File: src/rtl/pcs_link_ctrl_if.sv
// Link-control signal bundle between the PCS receive/transmit paths and pcs_link_ctrl.
// Optional PCS_LINK_DROP_CNT_EN adds the link_drop_cnt status field.
interface pcs_link_ctrl_if;
  logic        mr_an_enable;
  logic        mr_restart_an;
  logic        code_sync_status;
  logic        rx_cfg_valid;
  logic [15:0] rx_cfg_reg;
  logic        rx_idle_valid;
  logic [2:0]  xmit;
  logic [15:0] tx_cfg_reg;
  logic [15:0] mr_lp_adv_ability;
  logic        mr_an_complete;
  logic        link_ok;
`ifdef PCS_LINK_DROP_CNT_EN
  logic [7:0]  link_drop_cnt;
`endif

  modport master (
`ifdef PCS_LINK_DROP_CNT_EN
    input  link_drop_cnt,
`endif
    output mr_an_enable, mr_restart_an, code_sync_status,
    output rx_cfg_valid, rx_cfg_reg, rx_idle_valid,
    input  xmit, tx_cfg_reg, mr_lp_adv_ability, mr_an_complete, link_ok
  );

  modport slave (
`ifdef PCS_LINK_DROP_CNT_EN
    output link_drop_cnt,
`endif
    input  mr_an_enable, mr_restart_an, code_sync_status,
    input  rx_cfg_valid, rx_cfg_reg, rx_idle_valid,
    output xmit, tx_cfg_reg, mr_lp_adv_ability, mr_an_complete, link_ok
  );
endinterface

File: src/rtl/pcs_link_ctrl.sv
// 1000BASE-X auto-negotiation link controller; outputs decode the state register, no input-to-output path except mr_an_complete.
// Optional PCS_LINK_DROP_CNT_EN adds a saturating count of LINK_OK exits.
module pcs_link_ctrl #(
  parameter int unsigned LINK_TIMER    = 16,
  parameter logic [15:0] LOCAL_ABILITY = 16'h0020
) (
  input logic            GTX_CLK,
  input logic            mr_main_reset,
  pcs_link_ctrl_if.slave bus
);

  localparam logic [19:0] TIMER_LAST = 20'(LINK_TIMER - 1);
  localparam logic [15:0] ACK_BIT    = 16'h4000;
  localparam logic [15:0] NO_ACK     = 16'hBFFF;

  typedef enum logic [2:0] {
    AN_ENABLE,
    AN_RESTART,
    ABILITY_DETECT,
    ACK_DETECT,
    COMPLETE_ACK,
    IDLE_DETECT,
    LINK_OK
  } state_t;

  state_t      state;
  state_t      next_state;
  logic        run;
  logic [19:0] timer;
  logic [1:0]  match_cnt;
  logic [15:0] last_word;
  logic [1:0]  ack_hist;
  logic [1:0]  idle_cnt;
  logic [15:0] lp_ability;

  logic        timer_done;
  logic        same_word;
  logic [1:0]  match_nxt;
  logic        ability_match;
  logic        ack_match;
  logic        rx_zero;
  logic        rx_differs;
  logic        state_change;
  logic        entering_timer;

  assign timer_done    = (timer == TIMER_LAST);
  assign same_word     = (match_cnt != 2'd0) &&
                         ((bus.rx_cfg_reg & NO_ACK) == (last_word & NO_ACK));
  assign match_nxt     = !same_word ? 2'd1 :
                         (match_cnt == 2'd3) ? 2'd3 : match_cnt + 2'd1;
  assign ability_match = bus.rx_cfg_valid && (match_nxt == 2'd3);
  // ability_match guarantees the two previous strobes belong to the same run,
  // so the two-deep bit-14 history covers exactly the matching window.
  assign ack_match     = ability_match && bus.rx_cfg_reg[14] && (&ack_hist);
  assign rx_zero       = (bus.rx_cfg_reg == 16'h0000);
  assign rx_differs    = ((bus.rx_cfg_reg & NO_ACK) != (lp_ability & NO_ACK));
  assign state_change  = (next_state != state);
  assign entering_timer = state_change &&
                          ((next_state == AN_RESTART) ||
                           (next_state == COMPLETE_ACK) ||
                           (next_state == IDLE_DETECT));

  always_ff @(posedge GTX_CLK or posedge mr_main_reset) begin
    if (mr_main_reset) begin
      state <= AN_ENABLE;
      run   <= 1'b0;
    end else begin
      state <= next_state;
      run   <= 1'b1;
    end
  end

  always_comb begin
    next_state = state;
    if (!run) begin
      next_state = state;
    end else if (!bus.code_sync_status || bus.mr_restart_an) begin
      next_state = AN_ENABLE;
    end else begin
      case (state)
        AN_ENABLE: begin
          next_state = bus.mr_an_enable ? AN_RESTART : LINK_OK;
        end
        AN_RESTART: begin
          if (timer_done) next_state = ABILITY_DETECT;
        end
        ABILITY_DETECT: begin
          if (ability_match && ((bus.rx_cfg_reg & NO_ACK) != 16'h0000))
            next_state = ACK_DETECT;
        end
        ACK_DETECT: begin
          if (bus.rx_cfg_valid && (rx_zero || rx_differs))
            next_state = AN_ENABLE;
          else if (ack_match)
            next_state = COMPLETE_ACK;
        end
        COMPLETE_ACK: begin
          if (bus.rx_cfg_valid && rx_zero)
            next_state = AN_ENABLE;
          else if (timer_done)
            next_state = IDLE_DETECT;
        end
        IDLE_DETECT: begin
          if (bus.mr_an_enable && bus.rx_cfg_valid && !rx_zero)
            next_state = AN_ENABLE;
          else if (timer_done && (idle_cnt == 2'd3))
            next_state = LINK_OK;
        end
        LINK_OK: begin
          if (bus.mr_an_enable && bus.rx_cfg_valid && !rx_zero)
            next_state = AN_ENABLE;
        end
        default: next_state = AN_ENABLE;
      endcase
    end
  end

  always_ff @(posedge GTX_CLK or posedge mr_main_reset) begin
    if (mr_main_reset) begin
      timer      <= 20'd0;
      match_cnt  <= 2'd0;
      last_word  <= 16'h0000;
      ack_hist   <= 2'b00;
      idle_cnt   <= 2'd0;
      lp_ability <= 16'h0000;
    end else if (run) begin
      if (entering_timer)
        timer <= 20'd0;
      else if (!timer_done)
        timer <= timer + 20'd1;

      if (state_change) begin
        match_cnt <= 2'd0;
        last_word <= 16'h0000;
        ack_hist  <= 2'b00;
        idle_cnt  <= 2'd0;
      end else begin
        if (bus.rx_cfg_valid) begin
          match_cnt <= match_nxt;
          last_word <= bus.rx_cfg_reg;
          ack_hist  <= {ack_hist[0], bus.rx_cfg_reg[14]};
        end
        if (bus.rx_cfg_valid)
          idle_cnt <= 2'd0;
        else if (bus.rx_idle_valid && (idle_cnt != 2'd3))
          idle_cnt <= idle_cnt + 2'd1;
      end

      if ((state == ABILITY_DETECT) && (next_state == ACK_DETECT))
        lp_ability <= bus.rx_cfg_reg;
    end
  end

  logic [2:0]  xmit_d;
  logic [15:0] tx_cfg_d;
  logic        link_d;

  always_comb begin
    xmit_d   = 3'b001;
    tx_cfg_d = 16'h0000;
    link_d   = 1'b0;
    case (state)
      ABILITY_DETECT: tx_cfg_d = LOCAL_ABILITY;
      ACK_DETECT,
      COMPLETE_ACK:   tx_cfg_d = LOCAL_ABILITY | ACK_BIT;
      IDLE_DETECT:    xmit_d   = 3'b010;
      LINK_OK: begin
        xmit_d = 3'b100;
        link_d = 1'b1;
      end
      default: ;
    endcase
  end

  assign bus.xmit              = xmit_d;
  assign bus.tx_cfg_reg        = tx_cfg_d;
  assign bus.link_ok           = link_d;
  assign bus.mr_an_complete    = link_d & bus.mr_an_enable;
  assign bus.mr_lp_adv_ability = lp_ability;

`ifdef PCS_LINK_DROP_CNT_EN
  logic [7:0] drop_cnt;

  always_ff @(posedge GTX_CLK or posedge mr_main_reset) begin
    if (mr_main_reset)
      drop_cnt <= 8'h00;
    else if (run && (state == LINK_OK) && state_change && (drop_cnt != 8'hFF))
      drop_cnt <= drop_cnt + 8'h01;
  end

  assign bus.link_drop_cnt = drop_cnt;
`endif

endmodule

File: src/flat_wrapper.sv
// flat-port wrapper written by rule: the top's interface ports become plain ports
module pcs_link_ctrl_flat 
#(
  parameter int unsigned LINK_TIMER    = 16,
  parameter logic [15:0] LOCAL_ABILITY = 16'h0020
)
  (GTX_CLK, mr_main_reset, bus_mr_an_enable, bus_mr_restart_an, bus_code_sync_status, bus_rx_cfg_valid, bus_rx_cfg_reg, bus_rx_idle_valid, bus_xmit, bus_tx_cfg_reg, bus_mr_lp_adv_ability, bus_mr_an_complete, bus_link_ok);
  pcs_link_ctrl_if bus_i ();
  input logic GTX_CLK;
  input logic mr_main_reset;
  input wire logic [$bits(bus_i.mr_an_enable)-1:0] bus_mr_an_enable;
  input wire logic [$bits(bus_i.mr_restart_an)-1:0] bus_mr_restart_an;
  input wire logic [$bits(bus_i.code_sync_status)-1:0] bus_code_sync_status;
  input wire logic [$bits(bus_i.rx_cfg_valid)-1:0] bus_rx_cfg_valid;
  input wire logic [$bits(bus_i.rx_cfg_reg)-1:0] bus_rx_cfg_reg;
  input wire logic [$bits(bus_i.rx_idle_valid)-1:0] bus_rx_idle_valid;
  output wire logic [$bits(bus_i.xmit)-1:0] bus_xmit;
  output wire logic [$bits(bus_i.tx_cfg_reg)-1:0] bus_tx_cfg_reg;
  output wire logic [$bits(bus_i.mr_lp_adv_ability)-1:0] bus_mr_lp_adv_ability;
  output wire logic [$bits(bus_i.mr_an_complete)-1:0] bus_mr_an_complete;
  output wire logic [$bits(bus_i.link_ok)-1:0] bus_link_ok;
  assign bus_i.mr_an_enable = bus_mr_an_enable;
  assign bus_i.mr_restart_an = bus_mr_restart_an;
  assign bus_i.code_sync_status = bus_code_sync_status;
  assign bus_i.rx_cfg_valid = bus_rx_cfg_valid;
  assign bus_i.rx_cfg_reg = bus_rx_cfg_reg;
  assign bus_i.rx_idle_valid = bus_rx_idle_valid;
  assign bus_xmit = bus_i.xmit;
  assign bus_tx_cfg_reg = bus_i.tx_cfg_reg;
  assign bus_mr_lp_adv_ability = bus_i.mr_lp_adv_ability;
  assign bus_mr_an_complete = bus_i.mr_an_complete;
  assign bus_link_ok = bus_i.link_ok;
  pcs_link_ctrl #(.LINK_TIMER(LINK_TIMER), .LOCAL_ABILITY(LOCAL_ABILITY)) u_core (.GTX_CLK(GTX_CLK), .mr_main_reset(mr_main_reset), .bus(bus_i));
endmodule
File: config.mk
export PLATFORM = sky130hd
export DESIGN_NAME = pcs_link_ctrl_flat
export DESIGN_NICKNAME = d
export VERILOG_FILES = /design/src/rtl/pcs_link_ctrl_if.sv /design/src/rtl/pcs_link_ctrl.sv /design/src/flat_wrapper.sv
export SDC_FILE = /design/constraint.sdc
export NUM_CORES = 1
export LEC_CHECK = 0
export ABC_AREA = 0
export CAP_MARGIN = 20
export CORE_MARGIN = 2
export CORE_UTILIZATION = 35
export CTS_BUF_LIST = sky130_fd_sc_hd__clkbuf_4 sky130_fd_sc_hd__clkbuf_8
export DETAILED_ROUTE_END_ITERATION = 16
export REMOVE_ABC_BUFFERS = 1
export SYNTH_ARGS = -nofsm -noshare
export SYNTH_HDL_FRONTEND = slang
export SYNTH_SLANG_ARGS = --single-unit
File: constraint.sdc
create_clock -name GTX_CLK -period 5.5 [get_ports GTX_CLK]
set_clock_uncertainty 0.05 [all_clocks]
set_input_delay 0.55 -clock GTX_CLK [delete_from_list [all_inputs] [get_ports GTX_CLK]]
set_output_delay 0.55 -clock GTX_CLK [all_outputs]
set_load 0.02 [all_outputs]
==> flow_metrics.py <==
metrics = {
    "yosys": {
        "synth_edf_count": 0,
        "netlist_area_um2": 3552,
        "avg_inst_size_synth_um2": 9.867,
        "postSynthRegisterBits": 61,
        "asyncSetResetFlopFracSynth_pct": 100.0,
        "synth-warning-count": 0,
        "syn-instance-count": 360,
        "synth_seq_area_share_pct": 42.97,
        "ys_dominant_reg_cell": "dfrtp_1",
        "synth_cell_type_count": 53,
    },
    "global_route": {
        "initial_antenna_violation_count": 0,
        "vias_in_the_first_global_route": 2979,
        "layer_carrying_the_most_global_route_usage": "met2",
        "grt.met3_usage_pct": 5.053,
        "track_usage_pct": 16.45,
        "global_route.usage.met2_pct": 26.35,
        "grt_pass1_wl_mm": 14.56,
        "pin_count_of_the_biggest_net_entering_global_routing": 62,
        "met1_usage_pct": 21.47,
        "grt-ovfl-total": 0,
    },
    "critical_path": {
        "critPathMaxFanout": 18,
        "worst-endpoint-arrival_ns": 4.08,
        "cpPeakStageDelay_ns": 0.71,
        "setup.worst_path.class": "in2reg",
        "critPathCaptureType": "register",
        "cp_cell_sequence": "clkdlybuf4s50_1 -> o21ai_0 -> nor4_1 -> nand4_1 -> or3_4 -> a31o_1 -> a311oi_1 -> o221a_2 -> a21o_1 -> a22o_1",
        "timing.critical_path.slowest_stage_cell": "clkdlybuf4s50_1",
        "worst_path_required_time_ns": 5.73,
        "kind_of_start_point_of_the_critical_path": "primary input",
        "r2r.worst_path.cells": 9,
    },
    "worst_hold_path": {
        "hold_depth": 1,
        "timing.hold.worst.class": "reg2reg",
    },
    "job": {
        "max-cap-violations": 0,
    },
    "final_layout": {
        "mostFrequentLayoutCell": "dfrtp_1",
        "nNetsFinal": 426,
        "layout-area-overhead-vs-synth_pct": 19.73,
        "utilization_pct": 43.31,
        "drive_gt1_share_pct": 10.86,
        "final_cell_area_um2": 4253,
        "mostFrequentLayoutCells": "dfrtp_1 (61), clkdlybuf4s50_1 (45), xor2_1 (42)",
        "filler_cells": 987,
        "antenna-diode-count": 0,
        "post_layout_nonfiller_instances": 538,
    },
    "sta": {
        "slew_viol_final": 0,
        "f_max_ghz": 0.2599,
        "setup_viol": 0,
        "timing_worst_slew_pin_value_ns": 0.8114,
        "layout_min_cycle_time_ns": 3.848,
        "timing.setup.tns_ns": 0,
        "final_hold_viol_count": 0,
        "holdWs_ns": 0.4488,
        "grt_setup_unrepaired": "no",
        "timing.max_slew.rel_slack_pct": 45.91,
        "period_share_pct": 69.97,
    },
    "clock_network": {
        "clk_root_buffer_cell": "clkbuf_8",
        "htreeDepth": 3,
        "clock_sinks": 61,
        "cts.clk_slew.worst_paths_ns": 0.07,
        "cts_tree": "yes",
        "postCtsSetupBuffers": 0,
        "cts_made_buffers": 9,
        "clock_tree.buffer_depth": 2,
        "cts_repair_resize_count": 0,
        "hold_fix_buffers_cts": 0,
        "clock_insertion_delay_worst_skew_ns": 0.34,
    },
    "floorplanning": {
        "die_area_um2": 10970,
        "floorplan.rows": 36,
        "io_pins": 60,
        "die-height_um": 104.7,
        "die_width_um": 104.7,
        "initial_utilization_pct": 36.17,
        "core_area_um2": 9819,
    },
    "placed_design": {
        "dp.cells": 523,
        "place_hpwl_mm": 5.949,
        "routabilityCongestion": 0.8846,
        "port_buffers": 45,
        "placed_area_um2": 4025,
    },
    "power": {
        "power.ir.vdd_worst_v": 0.0001321,
        "p_leak_nw": 1.931,
        "power.density_cell_area_nw_per_um2": 292.2,
    },
    "route": {
        "post_drt_wl_per_cell_um": 15.90,
        "route.detailed.vias_per_inst": 5.270,
        "vias": 2835,
        "drt_first_iter_violations": 120,
        "drt_wl_total_mm": 8.553,
        "antenna_violating_nets_left": 0,
        "drc_errors": 0,
        "firstDrtPassIters": 4,
    },
    "outcome": {
        "status": "completed",
    },
}
## sequential cells by signal (all words and copies together) (netlist names)
| register | cells |
|---|---|
| u_core.match_cnt | 2 |
| u_core.timer | 20 |
| u_core.ack_hist | 2 |
| u_core.bus.mr_lp_adv_ability | 16 |
| u_core.run | 1 |
| u_core.last_word | 15 |
| u_core.idle_cnt | 2 |
| u_core.state | 3 |
## where the power goes
group | internal [mW] | switching, mW
logic | 0.0993 | 0.123
clock network | 0.283 | 0.183
registers | 0.499 | 0.0554
## Yosys cell counts (3+ instances only)
master / count / share of area (%)
dfrtp_1: 61 / 43
xor2_1: 42 / 10
nor2_1: 26 / 2.7
nand2_1: 19 / 2.0
buf_4: 18 / 3.8
a22o_1: 17 / 4.2
mux2_2: 16 / 5.1
nor4_1: 15 / 2.6
nand3_1: 14 / 2.0
nor3_1: 13 / 1.8
and3_1: 12 / 2.1
inv_1: 12 / 1.3
nand4_1: 11 / 1.9
o21ai_0: 11 / 1.5
a21oi_1: 6 / 0.85
clkbuf_1: 5 / 0.53
o22ai_1: 5 / 0.88
buf_2: 4 / 0.56
nand2b_1: 4 / 0.70
and4_1: 3 / 0.74
buf_6: 3 / 0.95
o221ai_1: 3 / 0.74
## per-layer routing
metal / share of wire, % / up-vias
li1: - / 1355
met1: 46 / 1374
met2: 47 / 91
met3: 5.2 / 15
met4: 1.3 / 0
met5: 0 / -
## critical path: cells and delay by family
kind,cells,cell delay [ns]
compound gates,6,1.92
buf+inv,1,0.71
simple gates,3,0.89
## per-stage QoR
step / worst slack (ns) / total power, mW
6_report: 1.652 / 1.243
5_1_grt: 1.397 / 1.308
4_1_cts: 1.660 / 1.249
3_5_place_dp: 1.310 / 0.7833
3_3_place_gp: 1.384 / 0.7765
2_1_floorplan: 2.485 / 0.7029
## path summary, 6_finish.rpt
check	start	end	slack [ns]
worst min register to register	u_core.idle_cnt[0]	u_core.idle_cnt[0]	0.45
worst max register to register	u_core.last_word[2]	u_core.last_word[15]	2.06
max in group asynchronous	mr_main_reset	u_core.last_word[10]	4.18
worst min-delay path	u_core.idle_cnt[0]	u_core.idle_cnt[0]	0.45
min in group asynchronous	mr_main_reset	u_core.timer[12]	0.71
worst max-delay path	bus_rx_cfg_valid	u_core.last_word[15]	1.65
## final cells by class
type	instances	area (µm²)	share of cell area, %
tap	133	166.4	3.913
inverter	14	52.55	1.236
clock buffer	12	158.9	3.736
timing repair buffer	47	465.4	10.94
clock inverter	3	68.82	1.618
sequential	61	1526	35.89
multi-input combinational	268	1814	42.66
## cells by family after synthesis
kind of cell	share of synthesized area, %
AND/OR/NAND/NOR	19.20
AO/OA/AOI/OAI	13.35
flip-flops	42.97
buffers and inverters	7.326
XOR/XNOR	10.60
multiplexers	5.636
adder cells (fa/ha/maj)	0.7044
other	0.2114
Note: power is estimated with default switching activity, not from simulation.
